<file path="src/rtl/uart_pkg.sv">
// -----------------------------------------------------------------------------
// uart_pkg
// Shared definitions for the UART transmit path: parity mode encodings,
// the transmitter state encoding, the width of the run-time baud divisor
// and a clogb2 helper used to size counters.
// No ports (package).
// -----------------------------------------------------------------------------
package uart_pkg;

    localparam int BAUD_DIV_W = 16;

    localparam int PAR_NONE = 0;
    localparam int PAR_EVEN = 1;
    localparam int PAR_ODD  = 2;

    typedef enum logic [2:0] {
        ST_IDLE    = 3'd0,
        ST_LOAD    = 3'd1,
        ST_START   = 3'd2,
        ST_DATA    = 3'd3,
        ST_PARITY  = 3'd4,
        ST_STOP    = 3'd5,
        ST_BRK     = 3'd6,
        ST_BRK_REL = 3'd7
    } state_t;

    // Number of bits needed to hold the value (clogb2(65535) = 16).
    function automatic int clogb2(input int value);
        int bits;
        int v;
        bits = 0;
        v    = value;
        while (v > 0) begin
            bits = bits + 1;
            v    = v >>> 1;
        end
        return bits;
    endfunction

endpackage

</file>
<file path="src/rtl/uart_baud_tick.sv">
// -----------------------------------------------------------------------------
// uart_baud_tick
// Bit-period timer. Counts 0..D-1 and pulses bitEnd_o on count D-1, then
// wraps. restart_i holds the count at zero so the first bit of a frame
// starts from a clean period.
// Ports:
//   clk        system clock
//   rst_n      asynchronous active-low reset
//   div_i      bit period D in clocks (always >= 2 when used)
//   restart_i  hold counter at zero
//   bitEnd_o   high on the last clock of a bit period
//   preEnd_o   high on the clock before the last clock of a bit period
// -----------------------------------------------------------------------------
module uart_baud_tick
    import uart_pkg::*;
(
    input  logic                  clk,
    input  logic                  rst_n,
    input  logic [BAUD_DIV_W-1:0] div_i,
    input  logic                  restart_i,
    output logic                  bitEnd_o,
    output logic                  preEnd_o
);

    localparam int CNT_W = clogb2(65535);

    logic [CNT_W-1:0] cnt_q;

    // The counter wraps on its own terminal count so consecutive bits are
    // back to back with no dead clock between them.
    always_ff @(posedge clk or negedge rst_n) begin
        if (!rst_n) begin
            cnt_q <= '0;
        end else if (restart_i || bitEnd_o) begin
            cnt_q <= '0;
        end else begin
            cnt_q <= cnt_q + 1'b1;
        end
    end

    // preEnd lets the owner register a pulse that lines up with bitEnd.
    assign bitEnd_o = (cnt_q == CNT_W'(div_i - BAUD_DIV_W'(1)));
    assign preEnd_o = (cnt_q == CNT_W'(div_i - BAUD_DIV_W'(2)));

endmodule

</file>
<file path="src/rtl/uart_tx_frame.sv">
// -----------------------------------------------------------------------------
// uart_tx_frame
// Parametrised RS-232 transmitter. Pulls one word per frame from a
// non-show-ahead FIFO and sends start, data (LSB first), optional parity and
// stop bits. Also generates line breaks on request.
// Ports:
//   clk            system clock
//   rst_n          asynchronous active-low reset
//   tx             serial line, idle high, registered
//   tx_fifo_data   word from the FIFO, valid P_FIFO_LATENCY clocks after read
//   tx_fifo_rd_en  one-cycle FIFO read strobe
//   tx_fifo_empty  FIFO empty flag (only looked at in IDLE)
//   baud_div       run-time bit period; 0 = default, 1 is treated as 2
//   tx_break       hold the line low while high
//   busy           high whenever the FSM is not IDLE
//   tx_done        pulse on the last clock of the final stop bit
// -----------------------------------------------------------------------------
module uart_tx_frame
    import uart_pkg::*;
#(
    parameter int P_CLK_FREQ_HZ  = 100000000,
    parameter int P_BAUD_RATE    = 9600,
    parameter int P_DATA_BITS    = 8,
    parameter int P_PARITY       = 0,
    parameter int P_STOP_BITS    = 1,
    parameter int P_FIFO_LATENCY = 1
) (
    input  logic                   clk,
    input  logic                   rst_n,
    output logic                   tx,
    input  logic [P_DATA_BITS-1:0] tx_fifo_data,
    output logic                   tx_fifo_rd_en,
    input  logic                   tx_fifo_empty,
    input  logic [BAUD_DIV_W-1:0]  baud_div,
    input  logic                   tx_break,
    output logic                   busy,
    output logic                   tx_done
);

    localparam int D0 = P_CLK_FREQ_HZ / P_BAUD_RATE;
    localparam logic [BAUD_DIV_W-1:0] D0_W      = BAUD_DIV_W'(D0);
    localparam logic [1:0]            LOAD_LAST = 2'(P_FIFO_LATENCY);
    localparam logic [3:0]            DATA_LAST = 4'(P_DATA_BITS - 1);
    localparam logic [3:0]            STOP_LAST = 4'(P_STOP_BITS - 1);

    if (P_DATA_BITS < 5 || P_DATA_BITS > 9) begin : gBadDataBits
        $error("uart_tx_frame: P_DATA_BITS must be 5..9");
    end
    if (P_PARITY != PAR_NONE && P_PARITY != PAR_EVEN && P_PARITY != PAR_ODD) begin : gBadParity
        $error("uart_tx_frame: P_PARITY must be 0, 1 or 2");
    end
    if (P_STOP_BITS < 1 || P_STOP_BITS > 2) begin : gBadStopBits
        $error("uart_tx_frame: P_STOP_BITS must be 1 or 2");
    end
    if (P_FIFO_LATENCY < 1 || P_FIFO_LATENCY > 3) begin : gBadLatency
        $error("uart_tx_frame: P_FIFO_LATENCY must be 1..3");
    end
    if (D0 < 2 || D0 > 65535) begin : gBadDefaultDiv
        $error("uart_tx_frame: default bit period out of range");
    end

    state_t                  state_q;
    logic                    txReg_q;
    logic                    rdEn_q;
    logic                    done_q;
    logic [BAUD_DIV_W-1:0]   div_q;
    logic [BAUD_DIV_W-1:0]   div_d;
    logic [P_DATA_BITS-1:0]  shiftReg_q;
    logic                    parity_q;
    logic [3:0]              bitIdx_q;
    logic [1:0]              loadCnt_q;
    logic                    restart;
    logic                    bitEnd;
    logic                    preEnd;

    // Bit period selected for the next frame: zero picks the default, and
    // one is bumped to two so the timer always has a real terminal count.
    always_comb begin
        div_d = baud_div;
        if (baud_div == '0) begin
            div_d = D0_W;
        end else if (baud_div == BAUD_DIV_W'(1)) begin
            div_d = BAUD_DIV_W'(2);
        end
    end

    // The timer only runs in states that are measured in bit periods.
    assign restart = (state_q == ST_IDLE) || (state_q == ST_LOAD) || (state_q == ST_BRK);

    uart_baud_tick u_baud_tick (
        .clk       (clk),
        .rst_n     (rst_n),
        .div_i     (div_q),
        .restart_i (restart),
        .bitEnd_o  (bitEnd),
        .preEnd_o  (preEnd)
    );

    // Main transmit FSM. tx, the read strobe and the done pulse are all
    // registered here. The divisor is sampled only when leaving IDLE, so a
    // baud_div change never disturbs a frame or break already in progress.
    // The data word is sampled exactly when the FIFO presents it, one clock
    // after the latency counter expires.
    always_ff @(posedge clk or negedge rst_n) begin
        if (!rst_n) begin
            state_q    <= ST_IDLE;
            txReg_q    <= 1'b1;
            rdEn_q     <= 1'b0;
            done_q     <= 1'b0;
            div_q      <= '0;
            shiftReg_q <= '0;
            parity_q   <= 1'b0;
            bitIdx_q   <= '0;
            loadCnt_q  <= '0;
        end else begin
            rdEn_q <= 1'b0;
            done_q <= 1'b0;
            case (state_q)
                ST_IDLE: begin
                    txReg_q   <= 1'b1;
                    bitIdx_q  <= '0;
                    loadCnt_q <= '0;
                    if (tx_break) begin
                        div_q   <= div_d;
                        txReg_q <= 1'b0;
                        state_q <= ST_BRK;
                    end else if (!tx_fifo_empty) begin
                        div_q   <= div_d;
                        rdEn_q  <= 1'b1;
                        state_q <= ST_LOAD;
                    end
                end
                ST_LOAD: begin
                    if (loadCnt_q == LOAD_LAST) begin
                        shiftReg_q <= tx_fifo_data;
                        parity_q   <= (P_PARITY == PAR_ODD) ? ~(^tx_fifo_data) : (^tx_fifo_data);
                        txReg_q    <= 1'b0;
                        state_q    <= ST_START;
                    end else begin
                        loadCnt_q <= loadCnt_q + 2'd1;
                    end
                end
                ST_START: begin
                    if (bitEnd) begin
                        txReg_q    <= shiftReg_q[0];
                        shiftReg_q <= shiftReg_q >> 1;
                        bitIdx_q   <= '0;
                        state_q    <= ST_DATA;
                    end
                end
                ST_DATA: begin
                    if (bitEnd) begin
                        if (bitIdx_q == DATA_LAST) begin
                            bitIdx_q <= '0;
                            if (P_PARITY != PAR_NONE) begin
                                txReg_q <= parity_q;
                                state_q <= ST_PARITY;
                            end else begin
                                txReg_q <= 1'b1;
                                state_q <= ST_STOP;
                            end
                        end else begin
                            txReg_q    <= shiftReg_q[0];
                            shiftReg_q <= shiftReg_q >> 1;
                            bitIdx_q   <= bitIdx_q + 4'd1;
                        end
                    end
                end
                ST_PARITY: begin
                    if (bitEnd) begin
                        txReg_q  <= 1'b1;
                        bitIdx_q <= '0;
                        state_q  <= ST_STOP;
                    end
                end
                ST_STOP: begin
                    if (bitIdx_q == STOP_LAST && preEnd) begin
                        done_q <= 1'b1;
                    end
                    if (bitEnd) begin
                        if (bitIdx_q == STOP_LAST) begin
                            state_q <= ST_IDLE;
                        end else begin
                            bitIdx_q <= bitIdx_q + 4'd1;
                        end
                    end
                end
                ST_BRK: begin
                    if (!tx_break) begin
                        txReg_q  <= 1'b1;
                        bitIdx_q <= '0;
                        state_q  <= ST_BRK_REL;
                    end
                end
                ST_BRK_REL: begin
                    if (bitEnd) begin
                        if (bitIdx_q == 4'd1) begin
                            state_q <= ST_IDLE;
                        end else begin
                            bitIdx_q <= bitIdx_q + 4'd1;
                        end
                    end
                end
                default: begin
                    state_q <= ST_IDLE;
                end
            endcase
        end
    end

    assign tx            = txReg_q;
    assign tx_fifo_rd_en = rdEn_q;
    assign tx_done       = done_q;
    assign busy          = (state_q != ST_IDLE);

endmodule

</file>
<file path="config.mk">
export PLATFORM = sky130hd
export DESIGN_NAME = uart_tx_frame
export DESIGN_NICKNAME = d
export VERILOG_FILES = /design/src/rtl/uart_pkg.sv /design/src/rtl/uart_baud_tick.sv /design/src/rtl/uart_tx_frame.sv
export SDC_FILE = /design/constraint.sdc
export NUM_CORES = 1
export LEC_CHECK = 0
export CORE_ASPECT_RATIO = 1.2
export CORE_UTILIZATION = 53
export DETAILED_ROUTE_END_ITERATION = 10
export GPL_ROUTABILITY_DRIVEN = 0
export GPL_TIMING_DRIVEN = 0
export MAX_ROUTING_LAYER = met4
export PLACE_DENSITY = 0.84
export SYNTH_ARGS = -nofsm -noshare
export SYNTH_HDL_FRONTEND = slang
export SYNTH_SLANG_ARGS = --single-unit
</file>
<file path="constraint.sdc">
create_clock -name clk -period 3 [get_ports clk]
set_clock_uncertainty 0.1 [all_clocks]
set_input_delay 0.3 -clock clk [delete_from_list [all_inputs] [get_ports clk]]
set_output_delay 0.3 -clock clk [all_outputs]
set_load 0.005 [all_outputs]
</file>
After elaboration in Yosys (flattened, before gate mapping)
Cells that the tools add are included.
- register bits after elaboration: 52
- input bits: 28
- word-level logic and storage cells: 110
- $add $sub $neg: 5
- eq/ne operators: 30
- multiplexer cells: 47
- reduce and logical (&&, ||, !) cells: 19
- operator list (kind ; count):
    2-to-1 mux 16 bit ; 5
    2-to-1 mux 3 bit ; 12
    equality test 16 bit ; 2
    2-to-1 mux 4 bit ; 8
    2-to-1 mux 8 bit ; 4
    one-hot mux 3 bit (8 select lines) ; 1
    one-hot mux 4 bit (6 select lines) ; 1
    one-hot mux 8 bit (3 select lines) ; 1
    adder 16 x 1 -> 16 bit, second input constant ; 1
    equality test 16 x 1 -> 1 bit, second input constant ; 1
    zero test 16 bit ; 1
    != test 2 x 1 -> 1 bit, second input constant ; 8
    != test 2 bit, second input constant ; 8
    subtractor 16 x 1 -> 16 bit, second input constant ; 1
    subtractor 16 x 2 -> 16 bit, second input constant ; 1
    equality test 3 bit, second input constant ; 4
    2-to-1 mux 1 bit ; 12
    nonzero test 6 bit ; 2
    AND reduction 11 bit ; 1
    AND reduction 8 bit ; 1
    equality test 3 x 2 -> 1 bit, second input constant ; 2
    one-hot mux 1 bit (6 select lines) ; 1
    AND reduction 6 bit ; 1
    nonzero test 3 bit ; 2
    17 further kinds ; 20

Longest topological paths before layout
Gate-level depths: netlist of the first run.
- depth after elaboration: 5
- depth in mapped cells: 12

Cells and area by module
Synthesis of the first run repeated with hierarchy kept, for this count alone.
- cell total of the unflattened synthesis: 406
- area total of the unflattened synthesis: 3621.0 µm²
- modules (own cells, without submodules) (module ; times used ; cells each ; area each (µm²) ; seq. area each (µm²)):
    uart_tx_frame ; 1 ; 197 ; 1904.3 ; 902.1
    uart_baud_tick ; 1 ; 209 ; 1716.6 ; 400.4

Least setup slack after synthesis of the first run
No wires, ideal clock.
- kind: reg-to-reg
- start point: register div_q[1]
- end point: register shiftReg_q[0]
- library setup time: 125 ps
- arrival time: 3098 ps
- setup slack: -323 ps
- stages on the path, launching flop included: 12
- path buffers: 1
- period minus slack after synthesis: 3323 ps
- cell sequence: dfrtp_1 -> inv_1 -> ha_1 -> nor3b_1 -> nand3_1 -> xor2_1 -> or4_1 -> or4_4 -> buf_6 -> nor3b_4 -> o21bai_4 -> mux2_4
- word-level cells in the longest chain between the ends: 4
- elaborated cells on any way between the ends: 5
- those cells by class: add/sub: 1; eq/ne: 3; reduce/logical: 1
- ends and longest elaborated chain (what ; line ; RTL):
    start: declaration ; uart_tx_frame.sv:66 ; logic [BAUD_DIV_W-1:0] div_q;
    start signal: assignment ; uart_tx_frame.sv:124 ; div_q <= div_d;
    start signal: assignment ; uart_tx_frame.sv:128 ; div_q <= div_d;
    subtractor 16 x 1 -> 16 bit (*) ; uart_baud_tick.sv:42 ; assign bitEnd_o = (cnt_q == CNT_W'(div_i - BAUD_DIV_W'(1)));
    equality test 16 bit (*) ; uart_baud_tick.sv:42 ;
    != test 2 x 1 -> 1 bit (no source line) ; n/a ;
    AND reduction 5 bit (no source line) (*) ; n/a ;
    end signal: assignment ; uart_tx_frame.sv:135 ; shiftReg_q <= tx_fifo_data;
    end signal: assignment ; uart_tx_frame.sv:146 ; shiftReg_q <= shiftReg_q >> 1;
    end signal: assignment ; uart_tx_frame.sv:164 ; shiftReg_q <= shiftReg_q >> 1;
    end: declaration ; uart_tx_frame.sv:68 ; logic [P_DATA_BITS-1:0] shiftReg_q;
Mark *: on every way between the ends. The rest lies on a longest branch, timed or not.
A chain may end at the register's enable or synchronous reset.

Final worst setup path of the first run
- start point: register div_q[3]
- end point: register u_baud_tick.cnt_q[0]
- word-level cells in the longest chain between the ends: 4
- ends and longest elaborated chain (what ; line ; RTL):
    subtractor 16 x 1 -> 16 bit ; uart_baud_tick.sv:42 ;
    equality test 16 bit ; uart_baud_tick.sv:42 ;
    logical OR 1 bit ; uart_baud_tick.sv:34 ; end else if (restart_i || bitEnd_o) begin
    2-to-1 mux 16 bit ; uart_baud_tick.sv:34 ;
    end signal: assignment ; uart_baud_tick.sv:37 ; cnt_q <= cnt_q + 1'b1;
    end: declaration ; uart_baud_tick.sv:27 ; logic [CNT_W-1:0] cnt_q;
No other way between the ends.

==> flow_summary.yaml, run 1 <==
timing:
  worst_slack_ns: -0.391
  rsz0062_at_grt: "true"
  setup_violations: 32
  fin_crit_ns: 3.39
  slew_viol_final: 0
  worstMarginPinSlew_ns: 0.696
  slew_headroom_pct: 53.3
  post-route-period-util_pct: 113
  hold_violations: 0
  fmax_mhz: 295
  tns_ns: -10.82
placed_design:
  dp_hpwl_um: 6330
  place_ws_ns: -0.567
  dp_cells: 532
  io_buffers: 31
worst_setup_path:
  max_stage_delay_ns: 0.61
  cp-start-kind: "flip-flop"
  r2r_slack_ns: -0.39
  path_cells: "or4_4 -> o22ai_2 -> o211ai_1 -> or4_1 -> or4_4 -> buf_8 -> buf_4 -> buf_6 -> o211ai_4 -> buf_12 -> buf_8 -> nor2_1"
  worst_ep_required_time_ns: 3.10
  rr_worst_depth: 12
  cp_slowest_cell: "or4_4"
  r2r-start: "div_q[3]$_DFFE_PN0P_"
  crit_fanout: 6
  arrival_ns: 3.49
  critPathKind: "flip-flop to flip-flop"
  end_kind: "flip-flop"
  worstReg2RegEnd: "u_baud_tick.cnt_q[0]$_DFF_PN0_"
outcome:
  violations: "setup timing"
  status: "finished with violations"
yosys:
  synthDominantCellAreaShare_pct: 35.1
  synth-seq-area-share_pct: 35.8
  synth_ff_type: "dfrtp_1"
  ys.warnings.count: 0
  async_reset_ff_share_pct: 100
  synth_edf_count: 0
  syn_inst: 415
  synth_nets: 450
  yosys-top-cells-area: "dfrtp_1 35%, xor2_1 6.0%, nand2_1 5.0%"
  yosys.cell_types.count: 67
  synth_largest_area_cell: "dfrtp_1"
  syn-cell-area_um2: 3640
  synth-seq-cells: 52
  syn_avg_cell_area_um2: 8.77
power_and_ir_drop:
  p_seq_share_pct: 58.9
  internal_power_uw: 938
  power_density_nw_per_um2: 266
  p_sw_share_pct: 21.9
  p_switching_uw: 263
  leakagePower_nw: 1.95
  vdd_ir_drop_max_mv: 0.179
  pwr-share-clk_pct: 34.8
  p_comb_share_pct: 6.3
die:
  core_area_um2: 6530
  start_util_pct: 55.8
  die_area_um2: 7200
  row_count: 32
  pin_count: 32
  die_h_um: 92.8
  die_w_um: 77.6
grt:
  gr-total-overflow: 0
  antenna_found_initial: 0
  grt_pass1_wl_um: 15000
  first_global_vias: 3225
  grt.total_usage_pct: 27.0
  grt_max_degree: 30
detailed_routing:
  drt-total-wl_um: 9120
  wl_met3_um: 369
  highest_layer: "met4"
  postRouteAntennaNets: 0
  vias: 3303
  drt-met1-wl_um: 3730
  wl_met2_um: 4780
  drc: 0
  first_iter_violations: 147
  vias_per_cell: 5.94
  wire_per_inst_um: 16.4
  firstDrtPassIters: 4
clock_network:
  htreeDepth: 2
  cts_root_buffer: "clkbuf_8"
  cts_buffers: 5
  clock_latency_ns: 0.31
  cts_tree: "yes"
  numClockSinks: 52
  path_clk_slew_ns: 0.09
  clockBufferDepth: 2
final_layout:
  fin_cells: 556
  final_common_cell: "nand2_1"
  drive_gt1_share_pct: 22.5
  final_util_pct: 69.2
  area_delta_synth_final_pct: 24.2
  n_antenna_cell: 0
  nNetsFinal: 505
  nFillCells: 491
  most-common-layout-cells: "47 x nand2_1, 44 x dfrtp_1, 33 x nor2_1"
  multi_input_area_um2: 2290
  regArea_um2: 1310
job:
  drv_cap: 0
min_path:
  hp-class: "input pin to async pin"
## how the worst max path moves through the flow
stage	end	slack, ns	cells after the start	start
after floorplan	shiftReg_q[0]$_DFFE_PN0P_	-0.27	11	div_q[4]$_DFFE_PN0P_
after global placement	shiftReg_q[6]$_DFFE_PN0P_	-0.48	12	div_q[2]$_DFFE_PN0P_
after detailed placement	shiftReg_q[5]$_DFFE_PN0P_	-0.57	12	div_q[2]$_DFFE_PN0P_
after CTS	shiftReg_q[0]$_DFFE_PN0P_	-0.38	10	div_q[4]$_DFFE_PN0P_
after global routing	shiftReg_q[4]$_DFFE_PN0P_	-0.45	12	div_q[1]$_DFFE_PN0P_
final	u_baud_tick.cnt_q[0]$_DFF_PN0_	-0.39	12	div_q[3]$_DFFE_PN0P_
## layout make-up
cell class,instances,share of cell area [%]
Multi-Input combinational cell,320,50.7
Timing Repair Buffer,52,11.5
Sequential cell,52,29.0
Buffer,21,2.82
Inverter,18,1.50
Tap cell,85,2.35
Clock inverter,1,0.166
Clock buffer,7,1.91
## power groups by stage
| stage | sequential, mW | combinational [mW] | clock [mW] |
|---|---|---|---|
| 3_3_place_gp | 0.721 | 0.0710 | 0 |
| 6_report | 0.708 | 0.0756 | 0.418 |
| 2_1_floorplan | 0.721 | 0.0157 | 0 |
| 3_5_place_dp | 0.722 | 0.0753 | 0 |
| 5_1_grt | 0.708 | 0.0832 | 0.452 |
| 4_1_cts | 0.708 | 0.0768 | 0.429 |
## metrics by stage
step	power (mW)	instance area [um2]	hold WS, ns
floorplan	0.737	3670	-0.0956
global placement	0.792	4090	0.385
detailed placement	0.797	4100	0.226
CTS	1.21	4430	0.418
global route	1.24	4520	0.423
finish	1.20	4520	0.407
## cell usage after synthesis (7+ instances only)
library cell   n
mux2_2         8
nand2_1       48
mux2_4         7
nor3_1         8
and3_1         8
dfrtp_1       51
nor2_1        44
xor2_1        25
xnor2_1       16
inv_1         17
a21oi_1       15
nor4_1        12
nand3_1       21
ha_1           7
clkbuf_1      13
o21ai_0        9
## state kept, by name, indices dropped and copies added, names as in the netlist
name and count:
tx 1, tx_fifo_rd_en 1, div_q 16, u_baud_tick.cnt_q 16
bitIdx_q 4, shiftReg_q 8, tx_done 1, state_q 3
loadCnt_q 2
## timing repair
action / 4_1_cts / 5_1_grt
gates cloned: 1 / 0
endpoints found under the hold margin: 22 / 0
hold buffers: 1 / 0
setup buffers: 13 / 6
pin swaps: 10 / 4
endpoints found under the setup margin: 33 / 33
gates resized for setup: 29 / 25
## kinds of logic after synthesis
| logic type | after synthesis | share of synthesized area (%) |
|---|---|---|
| AOI/OAI and AO/OA | 79 | 15.6 |
| and+or+nand+nor | 175 | 24.5 |
| muxes | 18 | 6.19 |
| xor gates and xnor gates | 41 | 9.87 |
| buffers and inverters | 43 | 5.61 |
| DFF | 52 | 35.8 |
| adders and majority gates | 7 | 2.41 |
## per-layer routing
layer	up-vias	track usage, %
met5	-	-
met4	0	10.4
met3	27	3.74
met2	114	47.3
met1	1577	31.0
li1	1585	-
## worst max-delay path: cells and delay by family, from the launching register on
kind                   cells  cell delay [ns]
and+or+nand+nor            4             1.60
buffers and inverters      5             0.69
DFF                        1             0.45
AOI/OAI and AO/OA          3             0.43
(Power assumes the default switching activity.)
==> run 2: changes to the inputs <==
--- a/config.mk
+++ b/config.mk
@@ -8,3 +8,3 @@
 export CORE_ASPECT_RATIO = 1.2
-export CORE_UTILIZATION = 53
+export CORE_UTILIZATION = 63
 export DETAILED_ROUTE_END_ITERATION = 10
@@ -12,4 +12,5 @@
 export GPL_TIMING_DRIVEN = 0
+export HOLD_SLACK_MARGIN = 0.06
 export MAX_ROUTING_LAYER = met4
-export PLACE_DENSITY = 0.84
+export PLACE_DENSITY = 0.93
 export SYNTH_ARGS = -nofsm -noshare
==> constraint.sdc (replaced) <==
create_clock -name clk -period 4.1 [get_ports clk]
set_clock_uncertainty 0.1 [all_clocks]
set_input_delay 0.82 -clock clk [delete_from_list [all_inputs] [get_ports clk]]
set_output_delay 0.82 -clock clk [all_outputs]
set_load 0.005 [all_outputs]
==> flow_summary.yaml, run 2 (synthesis gave the netlist of run 1 again) <==
outcome:
  status: "finished clean"
die:
  die_area_um2: 6080
  pin_count: 32
  start_util_pct: 67.3
  die_w_um: 71.4
  die_h_um: 85.3
  core_area_um2: 5410
  row_count: 29
final_layout:
  final_common_cell: "dfrtp_1"
  multi_input_area_um2: 2130
  area_delta_synth_final_pct: 15.4
  most-common-layout-cells: "51 x dfrtp_1, 48 x nand2_1, 44 x nor2_1"
  nNetsFinal: 489
  n_antenna_cell: 0
  final_util_pct: 77.7
  nFillCells: 376
  design_area_um2: 4200
  regArea_um2: 1300
  drive_gt1_share_pct: 11.4
  top_regs: "div_q (16), u_baud_tick.cnt_q (16), shiftReg_q (8)"
power_and_ir_drop:
  p_sw_share_pct: 19.1
  p_switching_uw: 201
  pwr-share-clk_pct: 45.7
  leakagePower_nw: 1.87
  power_density_nw_per_um2: 251
  vdd_ir_drop_max_mv: 0.185
  internal_power_uw: 854
  p_seq_share_pct: 49.1
  p_comb_share_pct: 5.2
timing:
  fmax_mhz: 263
  whs_ns: 0.386
  fin_crit_ns: 3.80
  hold_violations: 0
  post-route-period-util_pct: 92.7
  worstMarginPinSlew_ns: 0.678
  rsz0062_at_grt: "false"
  setup_violations: 0
  slew_headroom_pct: 54.5
  slew_viol_final: 0
  tns_ns: 0
clock_network:
  cts_buffers: 5
  path_clk_slew_ns: 0.10
  clock_latency_ns: 0.31
  postCtsSetupBuffers: 0
  hold_buffers: 0
  clockBufferDepth: 2
  cts_resized: 0
  cts_tree: "yes"
  numClockSinks: 52
  cts_root_buffer: "clkbuf_8"
  htreeDepth: 2
placed_design:
  dp_hpwl_um: 6690
  io_buffers: 31
  postPlaceCellArea_um2: 4040
detailed_routing:
  vias: 3350
  drt-total-wl_um: 9150
  postRouteAntennaNets: 0
  firstDrtPassIters: 5
  drc: 0
  first_iter_violations: 223
  vias_per_cell: 6.48
  wire_per_inst_um: 17.7
worst_setup_path:
  cp-start-kind: "flip-flop"
  r2r-start: "div_q[1]$_DFFE_PN0P_"
  crit_start: "div_q[1]$_DFFE_PN0P_"
  arrival_ns: 3.91
  end_kind: "flip-flop"
  worst_ep_required_time_ns: 4.21
  critPathKind: "flip-flop to flip-flop"
  crit_fanout: 10
grt:
  first_global_vias: 3323
  grt.total_usage_pct: 32.1
  antenna_found_initial: 0
  grt_max_degree: 32
  gr-total-overflow: 0
  grt_pass1_wl_um: 14900
job:
  drv_cap: 0
min_path:
  hp-class: "input pin to async pin"
run 2: cell types whose count changed in the layout (fill, tap and decap cells not counted), moves of 3 or more:
| cell | before | now |
|---|---|---|
| buf_4 | 18 | 6 |
| buf_8 | 4 | 0 |
| bufinv_16 | 0 | 3 |
| dfrtp_1 | 44 | 51 |
| dfrtp_2 | 7 | 0 |
| nor2_1 | 33 | 44 |
| nor2_2 | 10 | 0 |
run 2: cell type report:
type,instances,share of cell area (%)
plain buffers,25,3.25
multi-input cells,320,50.8
repair buffers,32,7.75
flip-flops and latches,52,31.0
clock buffers,5,1.64
clock inverters,3,2.14
inverters,18,1.61
well taps,62,1.85
run 2: power groups by stage:
stage / Combinational (mW) / Sequential [mW] / Clock, mW
2_1_floorplan: 0.0115 / 0.527 / 0
3_5_place_dp: 0.0550 / 0.528 / 0
4_1_cts: 0.0552 / 0.518 / 0.486
3_3_place_gp: 0.0518 / 0.528 / 0
6_report: 0.0545 / 0.518 / 0.482
5_1_grt: 0.0596 / 0.519 / 0.503
run 2: per-stage QoR:
step	setup slack, ns	std cells	total power, mW
2_1_floorplan	0.777	415	0.539
5_1_grt	0.0695	517	1.08
6_report	0.300	517	1.05
3_3_place_gp	0.484	508	0.580
3_5_place_dp	0.386	509	0.583
4_1_cts	0.349	517	1.06
run 2: worst paths after layout:
check / slack, ns / cells past startpoint / endpoint
max: 0.30 / 11 / shiftReg_q[6]$_DFFE_PN0P_
min: 0.39 / 1 / u_baud_tick.cnt_q[1]$_DFF_PN0_
max reg2reg: 0.30 / 11 / shiftReg_q[6]$_DFFE_PN0P_
min reg2reg: 0.42 / 1 / shiftReg_q[7]$_DFFE_PN0P_
max in group asynchronous: 2.92 / 2 / tx$_DFFE_PN1P_
min in group clk: 0.42 / 1 / shiftReg_q[7]$_DFFE_PN0P_
run 2: worst max-delay path, stage by stage, from the launching register on:
cell      delay (ns)
dfrtp_1         0.46
inv_1           0.14
ha_1            0.23
nor3b_1         0.57
nand3_1         0.17
xor2_1          0.17
or4_1           0.52
or4_4           0.46
buf_6           0.17
nor3b_4         0.21
o21bai_4        0.15
mux2_4          0.33
run 2: metal layers:
metal	track usage [%]	vias to the layer above	share of wire (%)
met5	-	-	0
met4	16.2	0	4.1
met3	4.28	49	5.3
met2	57.9	151	53
met1	34.0	1593	37
li1	-	1557	-
